<file path="config.mk">
export PLATFORM = sky130hd
export DESIGN_NAME = feature_aggregator
export DESIGN_NICKNAME = d
export VERILOG_FILES = /design/src/rtl/feature_aggregator.sv
export SDC_FILE = /design/constraint.sdc
export NUM_CORES = 1
export LEC_CHECK = 0
export BUFFER_PORTS_ARGS = -buffer_cell sky130_fd_sc_hd__buf_2
export CAP_MARGIN = 20
export CORE_MARGIN = 2
export CORE_UTILIZATION = 30
export DETAILED_ROUTE_END_ITERATION = 16
export PLACE_DENSITY = 0.47
export SKIP_CTS_REPAIR_TIMING = 1
export SKIP_LAST_GASP = 1
export SYNTH_ARGS = -nofsm -noshare
export SYNTH_HDL_FRONTEND = slang
export SYNTH_SLANG_ARGS = --single-unit
</file>
<file path="constraint.sdc">
create_clock -name clk -period 8.4 [get_ports clk]
set_input_delay 0.42 -clock clk [delete_from_list [all_inputs] [get_ports clk]]
set_output_delay 0.42 -clock clk [all_outputs]
set_load 0.02 [all_outputs]
</file>
<file path="src/rtl/feature_aggregator.sv">
`default_nettype none
// ============================================================================
// Module      : feature_aggregator
// Description : GCN neighbour aggregation. Self-loop init from the product
//               buffer, then saturating agg[node1] += prod[node2] per edge.
// Revision    : 1.0 - initial release
// ============================================================================
module feature_aggregator #(
  parameter int NUM_NODES = 6,
  parameter int NUM_FEAT  = 3,
  parameter int DATA_W    = 8,
  parameter int ACC_W     = 16
) (
  input  logic                         clk,
  input  logic                         reset,
  input  logic                         prod_wr_en,
  input  logic [2:0]                   prod_wr_row,
  input  logic [NUM_FEAT*DATA_W-1:0]   prod_wr_data,
  input  logic                         start,
  input  logic                         enable_write_fm_wm_prod,
  input  logic [2:0]                   node1,
  input  logic [2:0]                   node2,
  input  logic                         coo_done,
  input  logic [2:0]                   read_row,
  output logic [NUM_FEAT*ACC_W-1:0]    read_data,
  output logic                         busy,
  output logic                         agg_done,
  output logic                         idx_err
);

  localparam logic [2:0]       c_max_idx = 3'(NUM_NODES - 1);
  localparam logic [ACC_W-1:0] c_acc_max = {1'b0, {(ACC_W-1){1'b1}}};
  localparam logic [ACC_W-1:0] c_acc_min = {1'b1, {(ACC_W-1){1'b0}}};

  typedef enum logic [1:0] {
    ST_IDLE  = 2'd0,
    ST_INIT  = 2'd1,
    ST_ACCUM = 2'd2,
    ST_READY = 2'd3
  } state_t;

  state_t                      r_state;
  logic [2:0]                  r_cnt;
  logic [NUM_FEAT*DATA_W-1:0]  r_prod [NUM_NODES];
  logic [NUM_FEAT*ACC_W-1:0]   r_agg  [NUM_NODES];
  logic [NUM_FEAT*ACC_W-1:0]   r_read_data;
  logic                        r_busy;
  logic                        r_agg_done;
  logic                        r_idx_err;

  logic                        w_idx_ok;
  logic [2:0]                  w_n1;
  logic [2:0]                  w_n2;
  logic [NUM_FEAT*ACC_W-1:0]   w_upd_row;
  logic [NUM_FEAT*ACC_W-1:0]   w_init_row;

  assign w_idx_ok = (node1 <= c_max_idx) && (node2 <= c_max_idx);
  // Clamp the lookup indices so an illegal edge never reads outside the arrays.
  assign w_n1 = w_idx_ok ? node1 : 3'd0;
  assign w_n2 = w_idx_ok ? node2 : 3'd0;

  for (genvar f = 0; f < NUM_FEAT; f++) begin : g_feat
    logic [ACC_W-1:0]  w_acc;
    logic [DATA_W-1:0] w_prod;
    logic [DATA_W-1:0] w_self;
    logic [ACC_W:0]    w_sum;

    assign w_acc  = r_agg[w_n1][f*ACC_W +: ACC_W];
    assign w_prod = r_prod[w_n2][f*DATA_W +: DATA_W];
    assign w_self = r_prod[r_cnt][f*DATA_W +: DATA_W];

    // One guard bit: the two top bits differ exactly when the sum overflowed.
    assign w_sum = {w_acc[ACC_W-1], w_acc}
                 + {{(ACC_W+1-DATA_W){w_prod[DATA_W-1]}}, w_prod};

    assign w_upd_row[f*ACC_W +: ACC_W] =
        (w_sum[ACC_W] == w_sum[ACC_W-1]) ? w_sum[ACC_W-1:0]
      : (w_sum[ACC_W] ? c_acc_min : c_acc_max);

    assign w_init_row[f*ACC_W +: ACC_W] =
        {{(ACC_W-DATA_W){w_self[DATA_W-1]}}, w_self};
  end

  always_ff @(posedge clk) begin
    if (reset) begin
      r_state     <= ST_IDLE;
      r_cnt       <= '0;
      r_read_data <= '0;
      r_busy      <= 1'b0;
      r_agg_done  <= 1'b0;
      r_idx_err   <= 1'b0;
      for (int i = 0; i < NUM_NODES; i++) begin
        r_prod[i] <= '0;
        r_agg[i]  <= '0;
      end
    end else begin
      case (r_state)
        ST_IDLE: begin
          if (prod_wr_en && (prod_wr_row <= c_max_idx)) begin
            r_prod[prod_wr_row] <= prod_wr_data;
          end
          if (start) begin
            r_state <= ST_INIT;
            r_cnt   <= '0;
            r_busy  <= 1'b1;
          end
        end

        ST_INIT: begin
          r_agg[r_cnt] <= w_init_row;
          if (r_cnt == c_max_idx) begin
            r_cnt   <= '0;
            r_state <= ST_ACCUM;
          end else begin
            r_cnt <= r_cnt + 3'd1;
          end
        end

        // The update reads the registered row each cycle, so back-to-back
        // strobes to one node always see the previous result.
        ST_ACCUM: begin
          if (enable_write_fm_wm_prod) begin
            if (w_idx_ok) begin
              r_agg[node1] <= w_upd_row;
            end else begin
              r_idx_err <= 1'b1;
            end
          end
          if (coo_done) begin
            r_state    <= ST_READY;
            r_busy     <= 1'b0;
            r_agg_done <= 1'b1;
          end
        end

        ST_READY: begin
          if (read_row <= c_max_idx) begin
            r_read_data <= r_agg[read_row];
          end else begin
            r_read_data <= '0;
            r_idx_err   <= 1'b1;
          end
          if (start) begin
            r_state    <= ST_IDLE;
            r_agg_done <= 1'b0;
          end
        end

        default: begin
          r_state    <= ST_IDLE;
          r_busy     <= 1'b0;
          r_agg_done <= 1'b0;
        end
      endcase
    end
  end

  assign read_data = r_read_data;
  assign busy      = r_busy;
  assign agg_done  = r_agg_done;
  assign idx_err   = r_idx_err;

endmodule
`default_nettype wire

</file>
; ---- After elaboration in Yosys (flattened, before gate mapping)
; Memories as Yosys holds them, arrays and structs flattened. A register that Yosys moved wholly into a read port is not among the register bits.
; Cells that the tools add are included.
[totals]
regBits = 56
mem_bits_rw = 432
input_bits = 42
out_inout_bits = 51
elab_cells = 96
n_memories = 2
[classes]
add_sub_neg = 4
n_lt_le_gt_ge = 4
n_eq_ne = 14
n_mux = 52
n_reduce_logical = 14
[mem_list]
columns = memory, depth, width, rd, rd_clocked_by_memory_dff, wr, line
row1 = r_agg, 6, 48, 2, 0, 6, 45  ; logic [NUM_FEAT*ACC_W-1:0] r_agg [NUM_NODES];
row2 = r_prod, 6, 24, 2, 1, 6, 44  ; logic [NUM_FEAT*DATA_W-1:0] r_prod [NUM_NODES];
[op_table]
columns = op, n
row1 = 48-bit two-way mux, 3
row2 = 16-bit two-way mux, 6
row3 = 48-bit OR reduction, 2
row4 = 16-bit by 8-bit adder with 17-bit output, 3
row5 = 3-bit two-way mux, 9
row6 = 1-bit two-way mux, 24
row7 = 24-bit two-way mux, 1
row8 = 24-bit OR reduction, 1
row9 = "2-bit inequality test, second input constant", 7
row10 = "3-bit <= comparator, second input constant", 4
row11 = 2-bit two-way mux, 4
row12 = 2-bit one-hot mux with 4 select lines, 1
row13 = 4-bit AND reduction, 2
row14 = 1-bit one-hot mux with 2 select lines, 3
row15 = 3-bit one-hot mux with 2 select lines, 1
row16 = 3-bit AND reduction, 2
row17 = 2-bit nonzero test, 3
row18 = "2-bit equality test, second input constant", 2
row19 = "3-bit by 1-bit adder with 3-bit output, second input constant", 1
row20 = 1-bit equality test, 3
row21 = "3-bit equality test, second input constant", 1
row22 = "2-bit by 1-bit equality test with 1-bit output, second input constant", 1
row23 = 1-bit logical AND, 2
row24 = 2-bit zero test, 1
row25 = 2-bit AND reduction, 1

; ---- Longest topological paths before layout
[depth]
depth_word = 9
depth_mapped = 24
ltp_nobuf = 20

; ---- Worst setup path before layout
; OpenSTA, ideal clock, no wires.
[synth_path]
path_type = input-to-reg
start = in node1[1]
end = mem r_agg[0][9] in the netlist's numbering, data pin
setup_ns = 0.268
arrival_time_ns = 5.433
t_required_ns = 8.132
path_slack_ns = 2.700
cell_stages = 22
path_buffers = 3
path_cell_list = a22oi_1 > and2_1 > buf_1 > clkbuf_1 > mux4_2 > nand2_1 > o31ai_1 > ha_1 > o21ai_0 > nor2_1 > o32ai_1 > o31ai_1 > a221oi_1 > o21bai_1 > a21oi_1 > xnor2_1 > ha_1 > clkbuf_1 > nand2_1 > o21bai_1 > a21oi_1 > nor2_1
[synth_lines]
columns = element, line
row1 = "start, declared", 21  ; input logic [2:0] node1,
row2 = "end, declared", 45

==> results.yml <==
outcome:
  status: "finished clean"
place:
  place_congestion: 0.869
  dpl.cell_count: 3755
  place_area_mm2: 0.0308
  numPortBuffers: 92
  dp_hpwl_mm: 56.3
  dp_slack_ns: 1.26
yosys:
  synth.avg_cell_area_um2: 11.6
  netlist_top_cells_area: "edfxtp_1 50%, mux4_2 9.4%, nor2_1 7.1%"
  ys_ff_latch: 539
  synth_commonest_cells: "546 x nor2_1, 480 x edfxtp_1, 158 x a21oi_1"
  synth_cell_types: 79
  ys_warn_count: 0
  synthArstFlopShare_pct: 0
  yosysMostFrequentCell: "nor2_1"
  yosysSeqAreaShare_pct: 54.2
  synth_ff_type: "edfxtp_1"
  syn_area_mm2: 0.0288
  synth_cells: 2473
  synth_edf_count: 480
  yosys.area.top_type_share_pct: 50.1
  synth_top_area_cell: "edfxtp_1"
setup_path:
  critPathLaunchType: "input port"
  crit_arrival_ns: 6.88
  critPathRequiredTime_ns: 8.75
  cp_max_fo: 47
  crit_path_cell_trace: "buf_2 -> a22oi_1 -> buf_4 -> and2_4 -> mux4_2 -> a21o_1 -> ha_1 -> a211oi_1 -> nor2_1 -> o32ai_1 -> o31ai_1 -> a221oi_1 -> o21bai_1 -> a21oi_1 -> xnor2_1 -> ha_1 -> nand2_1 -> o21bai_1 -> buf_4 -> a21oi_1 -> nor2_1"
  slowest_stage: "and2_4"
  critPathMaxStageDelay_ns: 0.72
  path_class: "input port to flop"
  cp-end-kind: "flop"
timing:
  fin_skew_ns: 0.0254
  fmax_mhz: 153
  relSlewSlack_pct: 24.6
  hold_viol: 0
  whs_ns: 0.137
  rsz0062_at_grt: "no"
  tightest_slew_ns: 1.13
  setup_viol: 0
  fin_tns_setup_ns: 0
  finalWorstSetupSlack_ns: 1.87
  timing.final.crit_share_pct: 77.7
  fin_crit_ns: 6.53
  finalMaxSlewViolations: 0
drt:
  drc: 0
  drtIter0Drc: 1885
  dr_total_vias: 20753
  via_per_inst: 5.36
  ant_nets: 0
  wl_per_cell_um: 24.0
  wl_mm: 93.0
  drt_first_pass_iters: 5
floorplan:
  fp-row-count: 113
  initial_core_util_pct: 30.3
  die-area_mm2: 0.0983
  core_area_mm2: 0.0950
  die_x_um: 314
  num_io_pins: 93
  die_h_um: 314
grt:
  first_global_vias: 20797
  grt_pass1_wl_mm: 138
  antenna_found_initial: 5
  grt_usage_pct: 18.6
  grt-ovfl-total: 0
  grt_max_degree: 75
pwr:
  leakage_nw: 12.1
  cellPowerDensity_mw_per_mm2: 242
  fin_total_pwr_mw: 7.95
  peakVddDrop_mv: 0.160
clock_network:
  insertion_delay_ns: 0.65
  htreeDepth: 2
  cts_made_buffers: 60
  clk_pin_slew_worst_paths_ns: 0.06
  cts-root-buf: "clkbuf_16"
  cts_sinks: 539
  cts_max_path_buffers: 3
  cts_tree: "done"
cells_and_area:
  fin_util_pct: 34.5
  fill_cells: 9451
  drive_gt1_share_pct: 17.2
  syn_to_final_growth_pct: 14.1
  fin_area_mm2: 0.0328
  layoutNonFillerInstCount: 3870
  nets: 2653
min_path:
  min_path_type: "input port to flop"
run:
  drv_cap: 0
critical path: cells and delay by family:
family / cells / cell delay [ns]
xor+xnor: 1 / 0.17
mux: 1 / 0.60
simple gates: 4 / 1.27
compound gates: 10 / 2.97
fa+ha+maj: 2 / 0.68
buf+inv: 3 / 0.70
state kept, by name, indices dropped and copies added (netlist names), named ones only:
register	count
busy	1
r_agg	288
read_data	48
r_cnt	3
idx_err	1
r_prod	192
r_state	2
agg_done	1
routing by layer:
metal  part of all wire (%)  GRT usage, %  up-vias
li1                       -             -     9337
met3                    6.3          3.00      131
met5                  0.041             0        -
met1                     46          26.8    10548
met2                     45          29.1      731
met4                    2.2          4.75        6
cell type report:
class	count	area, µm²	share of cell area [%]
Multi-Input combinational cell	1705	12400	37.8
Clock inverter	19	206	0.629
Timing Repair Buffer	146	883	2.69
Inverter	100	375	1.14
Tap cell	1265	1580	4.82
Antenna cell	1	2.50	0.00763
Sequential cell	539	15600	47.5
Clock buffer	95	1780	5.41
worst paths after layout:
| kind | end | from | slack [ns] | cells past startpoint |
|---|---|---|---|---|
| setup / recovery | r_agg[2][14]$_SDFFCE_PN0P_ | node2[2] | 1.87 | 21 |
| hold / removal | busy$_SDFFE_PP0P_ | coo_done | 0.14 | 4 |
| setup reg to reg | r_agg[2][14]$_SDFFCE_PN0P_ | r_prod[5][1]$_DFFE_PP_ | 2.84 | 17 |
| hold reg to reg | read_data[46]$_SDFFE_PP0N_ | read_data[46]$_SDFFE_PP0N_ | 0.47 | 2 |
power by group:
part / switching (mW) / internal, mW
logic: 1.27 / 0.667
clock network: 1.09 / 1.56
registers: 0.150 / 3.21
cells in the final DEF, fill, tap and decap left out, types with 5 or more instances in the layout:
| master | Yosys | routed |
|---|---|---|
| dfxtp_1 | 59 | 57 |
| buf_4 | 1 | 55 |
| clkbuf_1 | 144 | 23 |
| mux4_2 | 120 | 120 |
| nor2b_1 | 5 | 5 |
| a21oi_1 | 158 | 157 |
| mux2i_1 | 139 | 139 |
| edfxtp_1 | 480 | 480 |
| a31oi_1 | 5 | 5 |
| clkbuf_8 | 0 | 10 |
| nor2_1 | 546 | 544 |
| ha_1 | 56 | 55 |
| clkbuf_16 | 0 | 62 |
| buf_2 | 8 | 90 |
| a221oi_1 | 105 | 105 |
| or2_2 | 6 | 6 |
| nand4_1 | 7 | 7 |
| or3_1 | 5 | 5 |
| clkinv_2 | 0 | 5 |
| mux2_2 | 47 | 47 |
| nand3_1 | 15 | 14 |
| nand2b_2 | 0 | 9 |
| nand2_1 | 136 | 128 |
| o21bai_1 | 13 | 12 |
| o31ai_1 | 23 | 23 |
| nor3_1 | 8 | 8 |
| clkinv_1 | 1 | 7 |
| a21o_1 | 21 | 21 |
| xor2_1 | 17 | 17 |
| conb_1 | 1 | 48 |
| xnor2_1 | 18 | 18 |
| o21a_1 | 7 | 7 |
| nand2b_1 | 24 | 15 |
| inv_1 | 99 | 98 |
| o21ai_0 | 87 | 87 |
cell families after synthesis:
family / Yosys count / synth area share (%)
AND/OR/NAND/NOR: 778 / 11.0
flip-flops: 539 / 54.2
AO/OA/AOI/OAI: 477 / 11.2
multiplexers: 306 / 16.1
buffers and inverters: 276 / 3.68
adder cells (fa/ha/maj): 61 / 2.72
XOR/XNOR: 35 / 1.07
other: 1 / 0.0130
No activity file was read; power rests on OpenSTA's default activity.
